--- src/rtl/alu_arbiter.sv ---
// alu_arbiter: round-robin arbiter sharing one multi-cycle ALU among NREQ
// requesters, with a single operation in flight at a time.
//
// Ports
//   clk, rst                 clock, synchronous active-high reset
//   req_valid/req_ready      per-requester request handshake (ready is a one-cycle pulse)
//   req_op/req_a/req_b       packed per-requester opcode (3b) and operands (8b each)
//   rsp_valid/rsp_ready      response handshake
//   rsp_id/rsp_result        owner index and ALU result of the response
//   alu_op_code/alu_a/alu_b  registered drive to the shared ALU
//   alu_result               ALU output, valid ALU_LAT edges after operand change
//   busy                     high whenever the FSM is not idle
//   grant_cnt                (ALU_ARB_STATS_EN only) 16b saturating grant counter per requester
//
// Build option: define ALU_ARB_STATS_EN to add the grant_cnt port and counters.

`ifdef ALU_ARB_STATS_EN
// Saturating per-requester grant counter.
module alu_arb_gcnt (
  input  logic        clk,
  input  logic        rst,
  input  logic        i_inc,
  output logic [15:0] o_cnt
);
  always_ff @(posedge clk) begin
    if (rst)                          o_cnt <= '0;
    else if (i_inc && o_cnt != 16'hFFFF) o_cnt <= o_cnt + 16'd1;
  end
endmodule
`endif

module alu_arbiter #(
  parameter int NREQ    = 4,
  parameter int ALU_LAT = 1
) (
  input  logic                clk,
  input  logic                rst,
  input  logic [NREQ-1:0]     req_valid,
  output logic [NREQ-1:0]     req_ready,
  input  logic [3*NREQ-1:0]   req_op,
  input  logic [8*NREQ-1:0]   req_a,
  input  logic [8*NREQ-1:0]   req_b,
  output logic                rsp_valid,
  input  logic                rsp_ready,
  output logic [1:0]          rsp_id,
  output logic [15:0]         rsp_result,
  output logic [2:0]          alu_op_code,
  output logic [7:0]          alu_a,
  output logic [7:0]          alu_b,
  input  logic [15:0]         alu_result,
  output logic                busy
`ifdef ALU_ARB_STATS_EN
  ,
  output logic [16*NREQ-1:0]  grant_cnt
`endif
);

  localparam int CW = (ALU_LAT < 1) ? 1 : $clog2(ALU_LAT + 1);

  typedef enum logic [1:0] {S_IDLE, S_ISSUE, S_WAIT, S_RESP} state_t;

  state_t          r_state;
  logic [1:0]      r_g;
  logic [1:0]      r_ptr;
  logic [CW-1:0]   r_cnt;

  // Unpack the flat request buses so the granted requester is a plain index.
  logic [NREQ-1:0][2:0] w_op;
  logic [NREQ-1:0][7:0] w_a;
  logic [NREQ-1:0][7:0] w_b;

  for (genvar gi = 0; gi < NREQ; gi++) begin : g_unpack
    assign w_op[gi] = req_op[3*gi +: 3];
    assign w_a[gi]  = req_a[8*gi +: 8];
    assign w_b[gi]  = req_b[8*gi +: 8];
  end

  // Round-robin search: first valid requester at or after r_ptr, wrapping.
  logic [1:0] w_pick;
  logic       w_found;
  logic [2:0] w_sum;

  always_comb begin
    w_pick  = r_ptr;
    w_found = 1'b0;
    w_sum   = '0;
    for (int k = 0; k < NREQ; k++) begin
      w_sum = {1'b0, r_ptr} + 3'(k);
      if (w_sum >= 3'(NREQ)) w_sum = w_sum - 3'(NREQ);
      if (!w_found && req_valid[w_sum[1:0]]) begin
        w_pick  = w_sum[1:0];
        w_found = 1'b1;
      end
    end
  end

  // Accept pulse only while ISSUE and the granted requester still holds valid.
  always_comb begin
    req_ready = '0;
    if (r_state == S_ISSUE && req_valid[r_g]) req_ready[r_g] = 1'b1;
  end

  assign rsp_valid = (r_state == S_RESP);
  assign busy      = (r_state != S_IDLE);

  always_ff @(posedge clk) begin
    if (rst) begin
      r_state     <= S_IDLE;
      r_g         <= '0;
      r_ptr       <= '0;
      r_cnt       <= '0;
      alu_op_code <= '0;
      alu_a       <= '0;
      alu_b       <= '0;
      rsp_id      <= '0;
      rsp_result  <= '0;
    end else begin
      case (r_state)
        S_IDLE: begin
          if (|req_valid) begin
            r_g     <= w_pick;
            r_state <= S_ISSUE;
          end
        end
        S_ISSUE: begin
          if (req_valid[r_g]) begin
            alu_op_code <= w_op[r_g];
            alu_a       <= w_a[r_g];
            alu_b       <= w_b[r_g];
            r_cnt       <= CW'(ALU_LAT);
            r_state     <= S_WAIT;
          end else begin
            // Requester withdrew before acceptance: drop the grant, keep ptr.
            r_state <= S_IDLE;
          end
        end
        S_WAIT: begin
          if (r_cnt == '0) begin
            rsp_result <= alu_result;
            rsp_id     <= r_g;
            r_state    <= S_RESP;
          end else begin
            r_cnt <= r_cnt - 1'b1;
          end
        end
        S_RESP: begin
          if (rsp_ready) begin
            r_ptr   <= (r_g == 2'(NREQ - 1)) ? 2'd0 : r_g + 2'd1;
            r_state <= S_IDLE;
          end
        end
        default: r_state <= S_IDLE;
      endcase
    end
  end

`ifdef ALU_ARB_STATS_EN
  for (genvar gi = 0; gi < NREQ; gi++) begin : g_stats
    alu_arb_gcnt u_gcnt (
      .clk   (clk),
      .rst   (rst),
      .i_inc (req_ready[gi]),
      .o_cnt (grant_cnt[16*gi +: 16])
    );
  end
`else
  // No grant statistics in this build.
`endif

endmodule

--- config.mk ---
export PLATFORM = sky130hd
export DESIGN_NAME = alu_arbiter
export DESIGN_NICKNAME = d
export VERILOG_FILES = /design/src/rtl/alu_arbiter.sv
export SDC_FILE = /design/constraint.sdc
export NUM_CORES = 1
export LEC_CHECK = 0
export BUFFER_PORTS_ARGS = -buffer_cell sky130_fd_sc_hd__buf_2
export CORE_MARGIN = 5
export CORE_UTILIZATION = 46
export DETAILED_ROUTE_END_ITERATION = 6
export PLACE_DENSITY = 0.86
export SYNTH_ARGS = -nofsm -noshare
export SYNTH_HDL_FRONTEND = slang
export SYNTH_SLANG_ARGS = --single-unit
--- constraint.sdc ---
create_clock -name clk -period 2.7 [get_ports clk]
set_input_delay 0.675 -clock clk [delete_from_list [all_inputs] [get_ports clk]]
set_output_delay 0.675 -clock clk [all_outputs]
set_load 0.02 [all_outputs]
==> reports/qor.csv, run 1 <==
metric,value,unit
tightestPinTransition,611.0,ps
syn_to_final_growth,38.10,%
grt_max_degree,34,
grt_pass1_wl,10.39,mm
clk_path_buf_depth,2,
crit_start,r_state[0],
cts_tree,yes,
dp.cells,426,
path_class,reg -> out,
multiInputGateArea,1259,um^2
synth_async_sr_flop_share,0,%
synth_cell_types,29,
insertion_delay,290,ps
dp_hpwl,5.180,mm
ys_ff_latch,44,
cap_viol_max_count,0,
wl_per_cell,14.83,um
setup_tns,0,ps
p_leak,0.001428,uW
synth.largest_area_cell,dfxtp_1,
cts_resized,0,
hp-start,rsp_result[6],
vias,2159,
cp_slowest_cell,dfxtp_1,
antenna_found_initial,0,
core.rowCount,25,
cts_hold_buf,0,
required,2030,ps
powerDensity,488.2,nW/um^2
stdcell_count,434,
seq_area,882.1,um^2
hp-class,reg -> reg,
power,1517,uW
drc,0,
synth_warnings,0,
cp_data_arrival_time,1630,ps
ys_seq_area_share,39.15,%
die_area,6389,um^2
first_pass_iters,4,
max_stage_delay,450,ps
final-hold-violation-count,0,
crit_family,simple AND/OR/NAND/NOR gates,
grt.total_usage,20.59,%
ir_worst_vdd,0.2583,mV
antenna_left,0,
cts-root-buf,clkbuf_8,
ios,142,
drive_gt1_share,49.05,%
die_h,79.93,um
cts_buffers,5,
end_kind,output port,
cts_setup_buffers,0,
synth_common_cells,"dfxtp_1 (44), nand2_1 (39), a21oi_1 (26), nor2_1 (26), mux2i_1 (23)",
finalSetupViolations,0,
period_share,85.39,%
numPortBuffers,141,
fin_area,3107,um^2
critPathLaunchType,register,
synthTopCellsByArea,"dfxtp_1 (39%), mux4_2 (19%), mux2i_1 (10%)",
drt-vias-per-instance,4.975,
antenna_cells,0,
syn_nets,329,
synth_ff_type,dfxtp_1,
clkSlewWorstSetupHoldPaths,90,ps
gp_congestion,0.8264,
placed_cell_area,3009,um^2
routed_wl,6.438,mm
skew,8.618,ps
synth.avg_cell_area,9.954,um^2
syn_inst,226,
crit_chain,or3b_4 -> o22ai_4 -> and2_1 -> buf_2,
cts_sinks,44,
grt_pass1_vias,2294,
die_w,79.93,um
clock.fmax,433.7,MHz
initial_utilization,47.63,%
report.final.slew_viol_count,0,
min_period,2306,ps
timing.critical_path.buf_inv,1,
synth_top_area_share,39.15,%
synth_enable_flop_cells,0,
relSlewSlack,59.27,%
htreeDepth,2,
nNetsFinal,469,
fill_cells,414,
path_max_fanout,8,
overflow,0,
syn_area,2250,um^2
r2r-start,r_state[0],
status,"finished, final reports clean",
first_iter_violations,48,
synthMostInstantiatedCell,dfxtp_1,
grt_setup_unrepaired,false,
coreArea,4723,um^2
-- sequential cells by signal, indices dropped and copies added (netlist names), named ones only --
signal and flops:
rsp_result 16, alu_a 8, alu_b 8, alu_op_code 3
r_g 2, r_ptr 2, rsp_id 2, r_cnt 1
r_state 1
-- cells in the final DEF, fill, tap and decap left out, types with 4 or more instances in the layout --
cell type / count
a21oi_1: 26
and2_1: 5
buf_2: 141
buf_4: 8
clkbuf_8: 6
dfxtp_1: 43
ha_1: 4
inv_1: 5
mux2i_1: 23
mux4_2: 19
nand2_1: 39
nor2_1: 26
-- path summary, 6_finish.rpt --
kind,slack (ps),cells after the start,end
worst max-delay path,390,4,req_ready[1]
worst max register to register,1000,5,alu_a[3]
worst min-delay path,450,2,rsp_result[6]
worst min register to register,450,2,rsp_result[6]
-- where the power goes --
part	internal (uW)	leakage, uW	switching [uW]	total (uW)
Sequential	686	0.000358	23.9	710
Clock	207	0.0000434	222	429
Combinational	188	0.00103	189	377
Total	1080	0.00143	435	1520
-- per-stage QoR --
stage          hold WS [ps]  setup WS [ps]  utilization, %
3_5_place_dp          443.3          507.5           63.71
4_1_cts               456.3          359.6           65.77
3_3_place_gp          439.1          523.9           63.71
5_1_grt               467.5          266.3           65.77
2_1_floorplan         480.8          515.5               -
6_report              453.5          394.4           65.77
-- cell families after synthesis --
family	count (synthesis)	synth area share, %
adder cells (fa/ha/maj)	4	2.225
buffers and inverters	21	4.895
flip-flops	44	39.15
AND/OR/NAND/NOR	82	15.85
AO/OA/AOI/OAI	33	8.621
multiplexers	42	29.25
-- metal layers --
metal	GRT usage, %	part of all wire [%]	vias up
li1	-	-	1071
met1	21.72	37	996
met2	40.15	54	82
met3	4.402	7.3	10
met4	6.081	1.4	0
met5	0	0	-
-- worst reg2reg max path, stage by stage, from the launching register on --
cell and delay (ps):
dfxtp_1 450, or3b_4 420, o22ai_4 160, buf_4 270, mux2i_1 210, nor2_1 60
-- layout make-up --
type / instances / area share [%]
clock inverter: 2 / 0.4833
tap: 67 / 2.698
timing repair buffer: 149 / 24.65
multi-input combinational: 161 / 40.52
sequential: 44 / 28.39
clock buffer: 6 / 2.658
inverter: 5 / 0.6041
No activity file was read; power rests on OpenSTA's default activity.
==> run 2: changes to the inputs <==
--- a/config.mk
+++ b/config.mk
@@ -9,7 +9,7 @@
 export CORE_MARGIN = 5
 export CORE_UTILIZATION = 46
 export DETAILED_ROUTE_END_ITERATION = 6
-export PLACE_DENSITY = 0.86
+export PLACE_DENSITY = 0.87
 export SYNTH_ARGS = -nofsm -noshare
 export SYNTH_HDL_FRONTEND = slang
 export SYNTH_SLANG_ARGS = --single-unit
==> reports/qor.csv, run 2 (same netlist as run 1, synthesis figures left out) <==
metric,value,unit
status,"finished, final reports clean",
clock.fmax,432.5,MHz
tightestPinTransition,610.9,ps
report.final.slew_viol_count,0,
hp-start,rsp_result[3],
core.rowCount,25,
ios,142,
cts_hold_buf,0,
finalSetupViolations,0,
p_leak,0.001424,uW
seq_area,882.1,um^2
grt_setup_unrepaired,false,
registers.top_by_ff_count,rsp_result,
first_pass_iters,4,
cts_sinks,44,
drt-vias-per-instance,5.095,
cts_buffers,5,
grt.total_usage,19.83,%
setup_tns,0,ps
nNetsFinal,469,
multiInputGateArea,1259,um^2
fill_cells,409,
die_area,6389,um^2
overflow,0,
layout_common_cells,"buf_2 (141), dfxtp_1 (43), nand2_1 (39)",
grt_pass1_vias,2222,
min_period,2312,ps
die_h,79.93,um
numPortBuffers,141,
reg_top3,"rsp_result (16), alu_a (8), alu_b (8)",
relSlewSlack,59.27,%
drive_gt1_share,48.91,%
vias,2206,
cp_slowest_cell,dfxtp_2,
largest_reg_flops,16,
initial_utilization,47.63,%
antenna_found_initial,0,
antenna_left,0,
hp-class,reg -> reg,
cts_resized,0,
die_w,79.93,um
path_max_fanout,17,
grt_pass1_wl,9.984,mm
cts_tree,yes,
period_share,85.64,%
gp_congestion,0.7931,
crit_chain,buf_4 -> nand3b_1 -> o22ai_4 -> and2_1 -> buf_2,
drt-met1-wl,2.438,mm
skew,5.081,ps
syn_to_final_growth,37.37,%
clk_path_buf_depth,2,
routed_wl,6.307,mm
cp_data_arrival_time,1640,ps
routed.top_layer,met4,
pre_cts_ws,498.7,ps
grt_max_degree,30,
path_class,reg -> out,
antenna_cells,0,
end_kind,output port,
powerDensity,476.6,nW/um^2
htreeDepth,2,
coreArea,4723,um^2
wl_met3,470,um
ir_worst_vdd,0.2242,mV
cap_viol_max_count,0,
crit_start,r_g[0],
clkSlewWorstSetupHoldPaths,80,ps
cts-root-buf,clkbuf_8,
required,2030,ps
insertion_delay,290,ps
layout_commonest_cell,buf_2,
whs,452.0,ps
drc,0,
first_iter_violations,85,
wl_met2,3.301,mm
dp_hpwl,5.068,mm
critPathLaunchType,register,
cts_setup_buffers,0,
wl_per_cell,14.57,um
max_stage_delay,340,ps
final-hold-violation-count,0,
r2r-start,r_g[0],
setup_ws,387.8,ps
==> run 2: area by class of cell <==
type | instances | area share [%]
Sequential cell | 44 | 28.54
Multi-Input combinational cell | 161 | 40.73
Clock buffer | 5 | 2.227
Inverter | 5 | 0.6073
Clock inverter | 2 | 0.4049
Tap cell | 67 | 2.713
Timing Repair Buffer | 149 | 24.78
==> run 2: through the flow <==
step	area, um^2	std cells	power (uW)	util (%)
floorplan	2250	226	963.7	-
global placement	3009	426	1091	63.71
detailed placement	3009	426	1104	63.71
CTS	3090	433	1492	65.43
global route	3090	433	1557	65.43
finish	3090	433	1473	65.43
==> run 2: worst max-delay path: cells and delay by family, from the launching register on <==
| kind | cells | cell delay (ps) |
|---|---|---|
| buf+inv | 2 | 440 |
| flops | 1 | 340 |
| compound gates | 1 | 240 |
| simple gates | 2 | 330 |
==> run 2: layer usage <==
metal / vias up / global-route usage [%]
li1: 1069 / -
met1: 1042 / 21.49
met2: 86 / 37.67
met3: 9 / 4.515
met4: 0 / 6.081
met5: - / 0
==> run 2: worst paths after layout <==
check	endpoint	cells past startpoint	slack (ps)
worst min register to register	rsp_result[3]	2	450
worst max register to register	alu_b[7]	6	990
worst max-delay path	req_ready[1]	5	390
worst min-delay path	rsp_result[3]	2	450
==> run 2: report_power, final <==
part / switching [uW] / leakage [uW] / internal, uW / total, uW
sequential: 21.3 / 0.000358 / 686 / 707
combinational: 190 / 0.00103 / 188 / 377
clock: 213 / 0.0000400 / 175 / 388
